--- src/rtl/dds_pkg.sv ---
// Shared types for the DDS control blocks.
//   sweep_mode_t  : sweep repeat behaviour selected by the mode input
//   sweep_state_t : sweep controller state
package dds_pkg;

   typedef enum logic [1:0] {
      SWP_SINGLE = 2'd0,
      SWP_SAW    = 2'd1,
      SWP_TRI    = 2'd2,
      SWP_RSVD   = 2'd3
   } sweep_mode_t;

   typedef enum logic [1:0] {
      SWP_IDLE = 2'd0,
      SWP_UP   = 2'd1,
      SWP_DOWN = 2'd2
   } sweep_state_t;

endpackage

--- src/rtl/dds_dwell_timer.sv ---
// Dwell timer: holds off the next update for value+1 cycles after each load.
// Ports:
//   clk, reset_n : clock, asynchronous active-low reset
//   load         : restart the timer with value
//   value        : dwell length minus one
//   expire       : registered; high in the last cycle of the dwell period
module dds_dwell_timer #(
   parameter int unsigned DWELL_W = 16
) (
   input  logic               clk,
   input  logic               reset_n,
   input  logic               load,
   input  logic [DWELL_W-1:0] value,
   output logic               expire
);

   logic [DWELL_W-1:0] cnt_q, cnt_d;
   logic               expire_q, expire_d;

   // expire_q tracks (cnt_q == 0) one cycle ahead so the output is a flop.
   always_comb begin
      cnt_d    = cnt_q;
      expire_d = expire_q;
      if (load) begin
         cnt_d    = value;
         expire_d = (value == '0);
      end else if (cnt_q != '0) begin
         cnt_d    = cnt_q - DWELL_W'(1);
         expire_d = (cnt_q == DWELL_W'(1));
      end else begin
         expire_d = 1'b1;
      end
   end

   always_ff @(posedge clk or negedge reset_n) begin
      if (!reset_n) begin
         cnt_q    <= '0;
         expire_q <= 1'b0;
      end else begin
         cnt_q    <= cnt_d;
         expire_q <= expire_d;
      end
   end

   assign expire = expire_q;

endmodule

--- src/rtl/dds_sweep.sv ---
// Frequency-sweep (chirp) controller driving the DDS phase-step word.
// Ports:
//   clk, reset_n         : clock, asynchronous active-low reset
//   start_freq/stop_freq : sweep end points (unsigned step words)
//   sweep_inc            : step increment per dwell period
//   dwell                : each step value is held dwell+1 cycles
//   mode                 : 0 single, 1 sawtooth, 2 triangle, 3 rejected
//   go / abort           : 1-cycle start / stop strobes
//   step                 : phase step to the DDS, 0 when idle
//   busy                 : sweep in progress
//   done                 : pulse at normal end of a single sweep
//   err                  : pulse when go is rejected
//   sweep_cnt            : completed legs since the last accepted go
module dds_sweep
   import dds_pkg::*;
#(
   parameter int unsigned FW      = 32,
   parameter int unsigned DWELL_W = 16,
   parameter int unsigned CNT_W   = 16
) (
   input  logic               clk,
   input  logic               reset_n,
   input  logic [FW-1:0]      start_freq,
   input  logic [FW-1:0]      stop_freq,
   input  logic [FW-1:0]      sweep_inc,
   input  logic [DWELL_W-1:0] dwell,
   input  logic [1:0]         mode,
   input  logic               go,
   input  logic               abort,
   output logic [FW-1:0]      step,
   output logic               busy,
   output logic               done,
   output logic               err,
   output logic [CNT_W-1:0]   sweep_cnt
);

   sweep_state_t       state_q, state_d;
   sweep_mode_t        mode_q, mode_d;
   logic [FW-1:0]      start_q, start_d;
   logic [FW-1:0]      stop_q, stop_d;
   logic [FW-1:0]      inc_q, inc_d;
   logic [DWELL_W-1:0] dwell_q, dwell_d;
   logic [FW-1:0]      step_q, step_d;
   logic               busy_q, busy_d;
   logic               done_q, done_d;
   logic               err_q, err_d;
   logic [CNT_W-1:0]   cnt_q, cnt_d;

   logic               tmr_load;
   logic [DWELL_W-1:0] tmr_value;
   logic               tmr_expire;

   // One extra bit catches carry/borrow so clamping never wraps.
   logic [FW:0] step_add, step_sub, stop_sub, start_add;
   logic        go_valid;

   assign step_add  = {1'b0, step_q}  + {1'b0, inc_q};
   assign step_sub  = {1'b0, step_q}  - {1'b0, inc_q};
   assign stop_sub  = {1'b0, stop_q}  - {1'b0, inc_q};
   assign start_add = {1'b0, start_q} + {1'b0, inc_q};

   assign go_valid = (start_freq <= stop_freq) && (sweep_inc != '0) &&
                     (mode != 2'(SWP_RSVD));

   always_comb begin
      state_d   = state_q;
      mode_d    = mode_q;
      start_d   = start_q;
      stop_d    = stop_q;
      inc_d     = inc_q;
      dwell_d   = dwell_q;
      step_d    = step_q;
      busy_d    = busy_q;
      cnt_d     = cnt_q;
      done_d    = 1'b0;
      err_d     = 1'b0;
      tmr_load  = 1'b0;
      tmr_value = dwell_q;

      case (state_q)
         SWP_IDLE: begin
            // abort in idle swallows a same-cycle go.
            if (go && !abort) begin
               if (go_valid) begin
                  mode_d    = sweep_mode_t'(mode);
                  start_d   = start_freq;
                  stop_d    = stop_freq;
                  inc_d     = sweep_inc;
                  dwell_d   = dwell;
                  step_d    = start_freq;
                  busy_d    = 1'b1;
                  cnt_d     = '0;
                  state_d   = SWP_UP;
                  tmr_load  = 1'b1;
                  tmr_value = dwell;
               end else begin
                  err_d = 1'b1;
               end
            end
         end

         SWP_UP: begin
            if (abort) begin
               state_d = SWP_IDLE;
               step_d  = '0;
               busy_d  = 1'b0;
            end else if (tmr_expire) begin
               tmr_load = 1'b1;
               if (step_q == stop_q) begin
                  cnt_d = cnt_q + CNT_W'(1);
                  case (mode_q)
                     SWP_SAW: begin
                        step_d = start_q;
                     end
                     SWP_TRI: begin
                        if (stop_sub[FW] || (stop_sub[FW-1:0] <= start_q)) begin
                           step_d = start_q;
                        end else begin
                           step_d = stop_sub[FW-1:0];
                        end
                        state_d = SWP_DOWN;
                     end
                     default: begin
                        step_d   = '0;
                        busy_d   = 1'b0;
                        done_d   = 1'b1;
                        state_d  = SWP_IDLE;
                        tmr_load = 1'b0;
                     end
                  endcase
               end else if (step_add >= {1'b0, stop_q}) begin
                  step_d = stop_q;
               end else begin
                  step_d = step_add[FW-1:0];
               end
            end
         end

         SWP_DOWN: begin
            if (abort) begin
               state_d = SWP_IDLE;
               step_d  = '0;
               busy_d  = 1'b0;
            end else if (tmr_expire) begin
               tmr_load = 1'b1;
               if (step_q == start_q) begin
                  cnt_d   = cnt_q + CNT_W'(1);
                  state_d = SWP_UP;
                  if (start_add >= {1'b0, stop_q}) begin
                     step_d = stop_q;
                  end else begin
                     step_d = start_add[FW-1:0];
                  end
               end else if (step_sub[FW] || (step_sub[FW-1:0] <= start_q)) begin
                  step_d = start_q;
               end else begin
                  step_d = step_sub[FW-1:0];
               end
            end
         end

         default: begin
            state_d = SWP_IDLE;
            step_d  = '0;
            busy_d  = 1'b0;
         end
      endcase
   end

   always_ff @(posedge clk or negedge reset_n) begin
      if (!reset_n) begin
         state_q <= SWP_IDLE;
         mode_q  <= SWP_SINGLE;
         start_q <= '0;
         stop_q  <= '0;
         inc_q   <= '0;
         dwell_q <= '0;
         step_q  <= '0;
         busy_q  <= 1'b0;
         done_q  <= 1'b0;
         err_q   <= 1'b0;
         cnt_q   <= '0;
      end else begin
         state_q <= state_d;
         mode_q  <= mode_d;
         start_q <= start_d;
         stop_q  <= stop_d;
         inc_q   <= inc_d;
         dwell_q <= dwell_d;
         step_q  <= step_d;
         busy_q  <= busy_d;
         done_q  <= done_d;
         err_q   <= err_d;
         cnt_q   <= cnt_d;
      end
   end

   dds_dwell_timer #(
      .DWELL_W(DWELL_W)
   ) u_dwell_timer (
      .clk    (clk),
      .reset_n(reset_n),
      .load   (tmr_load),
      .value  (tmr_value),
      .expire (tmr_expire)
   );

   assign step      = step_q;
   assign busy      = busy_q;
   assign done      = done_q;
   assign err       = err_q;
   assign sweep_cnt = cnt_q;

endmodule
--- config.mk ---
export PLATFORM = sky130hd
export DESIGN_NAME = dds_sweep
export DESIGN_NICKNAME = d
export VERILOG_FILES = /design/src/rtl/dds_pkg.sv /design/src/rtl/dds_dwell_timer.sv /design/src/rtl/dds_sweep.sv
export SDC_FILE = /design/constraint.sdc
export NUM_CORES = 1
export LEC_CHECK = 0
export ABC_AREA = 1
export BUFFER_PORTS_ARGS = -buffer_cell sky130_fd_sc_hd__buf_2
export CAP_MARGIN = 15
export CORE_MARGIN = 2
export CORE_UTILIZATION = 45
export CTS_BUF_LIST = sky130_fd_sc_hd__clkbuf_16
export CTS_CLUSTER_DIAMETER = 60
export CTS_CLUSTER_SIZE = 20
export DETAILED_ROUTE_END_ITERATION = 16
export GPL_ROUTABILITY_DRIVEN = 0
export GPL_TIMING_DRIVEN = 0
export RECOVER_POWER = 25
export SYNTH_ARGS = -nofsm -noshare
export SYNTH_HDL_FRONTEND = slang
export SYNTH_HIERARCHICAL = 1
export SYNTH_SLANG_ARGS = --single-unit
--- constraint.sdc ---
create_clock -name clk -period 4.45 [get_ports clk]
set_input_delay 0.2225 -clock clk [delete_from_list [all_inputs] [get_ports clk]]
set_output_delay 0.2225 -clock clk [all_outputs]
set_load 0.02 [all_outputs]
Word level (Yosys, flattened, before mapping)

Index checks and enable logic that the tools add are counted.

Flip-flop bits (word level): 184
Bits of input ports: 118
Logic and storage cells: 130

Add/sub/neg operators: 6
$lt $le $gt $ge: 5
Equality and inequality tests: 23
Multiplexer cells: 65
Reductions and logical operators: 18

Operator list:

| operator              | number |
|---|---|
| $mux 32               | 12 |
| $mux 16               | 13 |
| $le 32x32->1          | 3 |
| $pmux 32 s3           | 1 |
| $add 32x32->33        | 2 |
| $ge 33x32->1          | 2 |
| $sub 32x32->33        | 2 |
| $eq 32x32->1          | 2 |
| $pmux 32 s2           | 1 |
| $pmux 16 s3           | 1 |
| $reduce_bool 32->1    | 1 |
| $mux 1                | 25 |
| $add 16x1->16 const B | 1 |
| $eq 16x1->1 const B   | 1 |
| $logic_not 16->1      | 1 |
| $mux 2                | 8 |
| $ne 2x2->1 const B    | 8 |
| $reduce_bool 16->1    | 1 |
| $sub 16x1->16 const B | 1 |
| $ne 3x3->1 const B    | 4 |
| $reduce_and 9->1      | 1 |
| $reduce_and 7->1      | 1 |
| $ne 3x2->1 const B    | 2 |
| $pmux 1 s3            | 2 |
| 15 further kinds      | 21 |

Longest topological paths before layout

Depth after elaboration: 9
Mapped depth: 33
Depth with buffers taken out: 33

Cells and area by module

The synthesis kept the hierarchy.

By module, submodules not included:

| module          | instances | cells an instance | area each (um^2) | seq. area each (um^2) |
|---|---|---|---|---|
| dds_sweep       | 1         | 3,738             | 23,047.1         | 4,179.0 |
| dds_dwell_timer | 1         | 197               | 1,232.4          | 425.4 |

Worst setup path after synthesis

No wires, ideal clock.

Path kind: register to register
Start: register step_q[0] (netlist: step[0])
End: register step_q[1] (netlist: step[1])
Library setup time: 0.118 ns
Arrival time: 3.803 ns
Path slack: 0.529 ns
Cell stages (with the launch flop): 29
Path buffers: 1
Period minus slack after synthesis: 3.921 ns
Cells stage by stage: dfrtp_1 > inv_1 > ha_1 > inv_1 > fa_1 > nand2_1 > nand2_1 > o21ai_2 > o21ai_4 > a21oi_1 > or2_2 > nand2_1 > nand2_1 > nand2_1 > inv_1 > ha_1 > nand2_1 > nor2_1 > nand4_1 > nor3_1 > nand3_1 > nand3_4 > buf_4 > nand2_1 > o211ai_1 > nand2_1 > nand3b_1 > nand2_1 > nand2_1

Word-level cells in the longest chain between the ends: 8
Elaborated cells on any way between the ends: 16
Those cells by class: add/sub: 2; order compare: 2; eq/ne: 2; mux: 9; reduce/logical: 1

RTL lines:

| what                     | RTL line         | text |
|---|---|---|
| start: declaration       | dds_sweep.sv:43  | `logic [FW-1:0] step_q, step_d;` |
| start signal: assignment | dds_sweep.sv:190 | `step_q <= step_d;` |
| $sub 32x32->33           | dds_sweep.sv:58  | `assign step_sub = {1'b0, step_q} - {1'b0, inc_q};` |
| $le 32x32->1             | dds_sweep.sv:154 | `end else if (step_sub[FW] \|\| (step_sub[FW-1:0] <= start_q)) begin` |
| $logic_or 1x1->1         | dds_sweep.sv:154 |  |
| $mux 32                  | dds_sweep.sv:154 |  |
| $mux 32                  | dds_sweep.sv:146 | `if (step_q == start_q) begin` |
| $mux 32                  | dds_sweep.sv:144 | `end else if (tmr_expire) begin` |
| $mux 32                  | dds_sweep.sv:140 | `if (abort) begin` |
| $pmux 32 s3 (*)          | dds_sweep.sv:80  | `case (state_q)` |

Mark *: on every way between the ends. The rest lies on a longest branch, timed or not. The select of a mux whose other input is x is not followed.
A chain may end at the register's enable or synchronous reset.

Worst setup path after layout

Start: register inc_q[1]
End: register step_q[0] (netlist: step[0])

Word-level cells in the longest chain between the ends: 9
Elaborated cells on any way between the ends: 22
Those cells by class: add/sub: 4; order compare: 4; mux: 12; reduce/logical: 2

RTL lines:

| what                     | RTL line         | text |
|---|---|---|
| start: declaration       | dds_sweep.sv:41  | `logic [FW-1:0] inc_q, inc_d;` |
| start signal: assignment | dds_sweep.sv:188 | `inc_q <= inc_d;` |
| $sub 32x32->33           | dds_sweep.sv:59  | `assign stop_sub = {1'b0, stop_q} - {1'b0, inc_q};` |
| $le 32x32->1             | dds_sweep.sv:116 | `if (stop_sub[FW] \|\| (stop_sub[FW-1:0] <= start_q)) begin` |
| $logic_or 1x1->1         | dds_sweep.sv:116 |  |
| $mux 32                  | dds_sweep.sv:116 |  |
| $pmux 32 s2              | dds_sweep.sv:111 | `case (mode_q)` |
| $mux 32                  | dds_sweep.sv:109 | `if (step_q == stop_q) begin` |
| $mux 32                  | dds_sweep.sv:107 | `end else if (tmr_expire) begin` |
| $mux 32                  | dds_sweep.sv:103 | `if (abort) begin` |
| $pmux 32 s3 (*)          | dds_sweep.sv:80  |  |

Marks and branches as above.

==> results.yml <==
critical_path:
  critPathTopFamily: "simple AND/OR/NAND/NOR gates"
  crit_type: "flip-flop to flip-flop"
  critPathSlowestCell: "dfrtp_2"
  start_kind: "flip-flop"
  critPathBufInv: 5
  crit_fanout: 6
  arrival_ns: 5.07
  cp-end-kind: "flip-flop"
  critPathMostFrequentCell: "nand2_2"
  cp.required_ns: 4.86
  cpPeakStageDelay_ns: 0.45
cells_and_area:
  layout-drive-gt1-share_pct: 19.03
  regArea_um2: 4653
  final_common_cell: "nand2_1"
  multiInputGateArea_um2: 18890
  fin_nets: 4717
  syn2layout_area_growth_pct: 24.33
  nFillCells: 5535
  final_cell_mix: "1047 x nand2_1, 458 x inv_1, 309 x nand3_1, 301 x nor2_1, 290 x a21oi_1"
clock_network:
  clock_latency_ns: 0.53
  cts_buffer_depth: 2
  clk_pin_slew_worst_paths_ns: 0.08
  ctsHtreeMaxLevel: 4
  clock-root-buffer: "clkbuf_16"
  tritoncts.num_buffers: 17
  clock_sinks: 184
  tritoncts: "done"
sta:
  fin_ws_ns: -0.2123
  slew_headroom_pct: -72.03
  tightest_slew_ns: 2.580
  whs_ns: 0.01049
  fin_setup_tns_ns: -4.127
  finalSetupViolCount: 32
  skew_ns: 0.01335
  fmax_mhz: 214.5
  hold_viol: 0
  fin_crit_sh_pct: 104.8
  period_needed_ns: 4.662
  slew_viol_final: 92
  rsz0062_at_grt: "true"
global_routing:
  use_met1_pct: 50.79
  grt_first_pass_wirelength_um: 165200
  antenna_found_initial: 1
  grt_usage_pct: 40.34
  top_usage_layer: "met2"
  grt_overflow_total: 0
  grt_pass1_vias: 27288
  met3_usage_pct: 7.595
  grt_max_degree: 94
  grtUsageMet2_pct: 63.68
yosys:
  syn_avg_cell_area_um2: 6.170
  ys.warnings.count: 6
  yosysUniqueCellTypes: 53
  synthCells: 3935
  synth-seq-cells: 184
  netlist_area_um2: 24280
  ys_seq_area_share_pct: 18.96
  synth_nets: 4355
placed_design:
  hpwl_um: 91960
  portBuffers: 168
routing:
  drt-total-wl_um: 115700
  dr.pass1.iters: 6
  ant_nets: 0
  drtIter0Drc: 3200
  drc: 0
  via_count: 29053
  via_per_inst: 5.804
  routedWlPerCell_um: 23.11
run:
  cap_viol_max_count: 1
floorplan:
  io_pins: 169
  die_area_um2: 55830
  die_h_um: 236.3
  core_area_um2: 53600
  initial_core_util_pct: 45.30
  die_width_um: 236.3
  rows: 85
status:
  violations: "capacitance limit, slew limit, setup timing"
  outcome: "finished, violations left"
min_path:
  hold_path_class: "primary input to flip-flop"
[metrics by stage]
stage	cell area, um^2	setup WS (ns)	instances	utilization, %
after floorplan	24280	0.5293	3935	-
after detailed placement	26030	-1.454	4800	48.56
final	30190	-0.2123	5006	56.32
after global routing	30190	-0.3243	5005	56.31
after global placement	25990	-1.484	4799	48.49
after CTS	28760	-0.05393	4963	53.65
[kinds of logic (layout without fill, tap and decap cells)]
kind of cell	count (synthesis)	in the layout	synth area share, %
AND/OR/NAND/NOR	2053	2055	36.37
AO/OA/AOI/OAI	647	647	14.36
buffers and inverters	631	1003	10.36
adder cells (fa/ha/maj)	302	302	15.69
flip-flops	184	184	18.96
XOR/XNOR	118	118	4.257
other	0	1	0
[sequential cells by signal, summed over array words and instances, names as in the netlist]
register,flops
u_dwell_timer/expire,1
done,1
u_dwell_timer/cnt_q,16
sweep_cnt,16
err,1
start_q,32
stop_q,32
inc_q,32
busy,1
state_q,2
step,32
mode_q,2
dwell_q,16
[worst reg2reg max path: cells and delay by family (launching register included)]
family	cells	cell delay, ns
and+or+nand+nor	14	1.74
buffers and inverters	5	0.90
adders and majority gates	2	0.67
DFF	1	0.45
xor gates and xnor gates	1	0.44
AOI/OAI and AO/OA	4	0.34
[worst paths after layout]
check	end	startpoint	slack, ns	depth (start not counted)
worst max-delay path	step[0]	inc_q[1]	-0.21	26
worst min-delay path	dwell_q[10]	dwell[10]	0.01	3
worst max register to register	step[0]	inc_q[1]	-0.21	26
worst min register to register	dwell_q[7]	dwell_q[7]	0.48	2
max in group asynchronous	inc_q[23]	reset_n	1.70	2
min in group asynchronous	dwell_q[3]	reset_n	1.01	2
[cells in the mapped netlist, drive strengths merged]
library cell,count,area [um^2]
or2,21,131.4
nand2,1143,4333
o21a,14,105.1
fa,4,80.08
nor3,51,265.3
buf,73,421.7
xor2,83,727.0
xnor2,35,306.5
clkinv,2,7.510
o2111ai,2,17.52
nor4,29,209.0
o221ai,1,8.760
a21oi,334,1694
a31oi,6,37.54
clkbuf,32,120.1
nand4,94,588.1
o21ai,227,1151
a21boi,5,37.54
a22oi,1,7.510
o21bai,17,127.6
o211ai,23,172.7
nand3,350,1797
inv,524,1967
a21o,13,97.59
ha,298,3729
dfrtp,184,4604
nand3b,20,150.1
and3,1,6.260
nor2,342,1338
a211oi,4,30.03
and2,2,12.52
[layout make-up]
class                      count  area share [%]
tap                          696           2.885
antenna                        1        0.008289
timing repair buffer         344           8.360
sequential                   184           15.41
clock inverter                14          0.5222
buffer                       102           2.147
clock buffer                  17           1.409
inverter                     526           6.673
multi-input combinational   3122           62.58
[layer usage]
metal | vias to the layer above | routed length [um]
met5 | - | 0
met4 | 0 | 8784
met3 | 376 | 12270
met2 | 1511 | 50430
met1 | 13481 | 44190
li1 | 13685 | -
[timing repair]
item | CTS | global route
cloned | 3 | 5
setup buffers | 55 | 38
endpoints found under the hold margin | 166 | 0
hold buffers | 76 | 0
setup endpoints to repair | 32 | 47
pin swaps | 36 | 94
gates resized for setup | 277 | 268
Power is not shown: default switching activity piles up to over one toggle a cycle in this logic, so the estimate is an artifact.
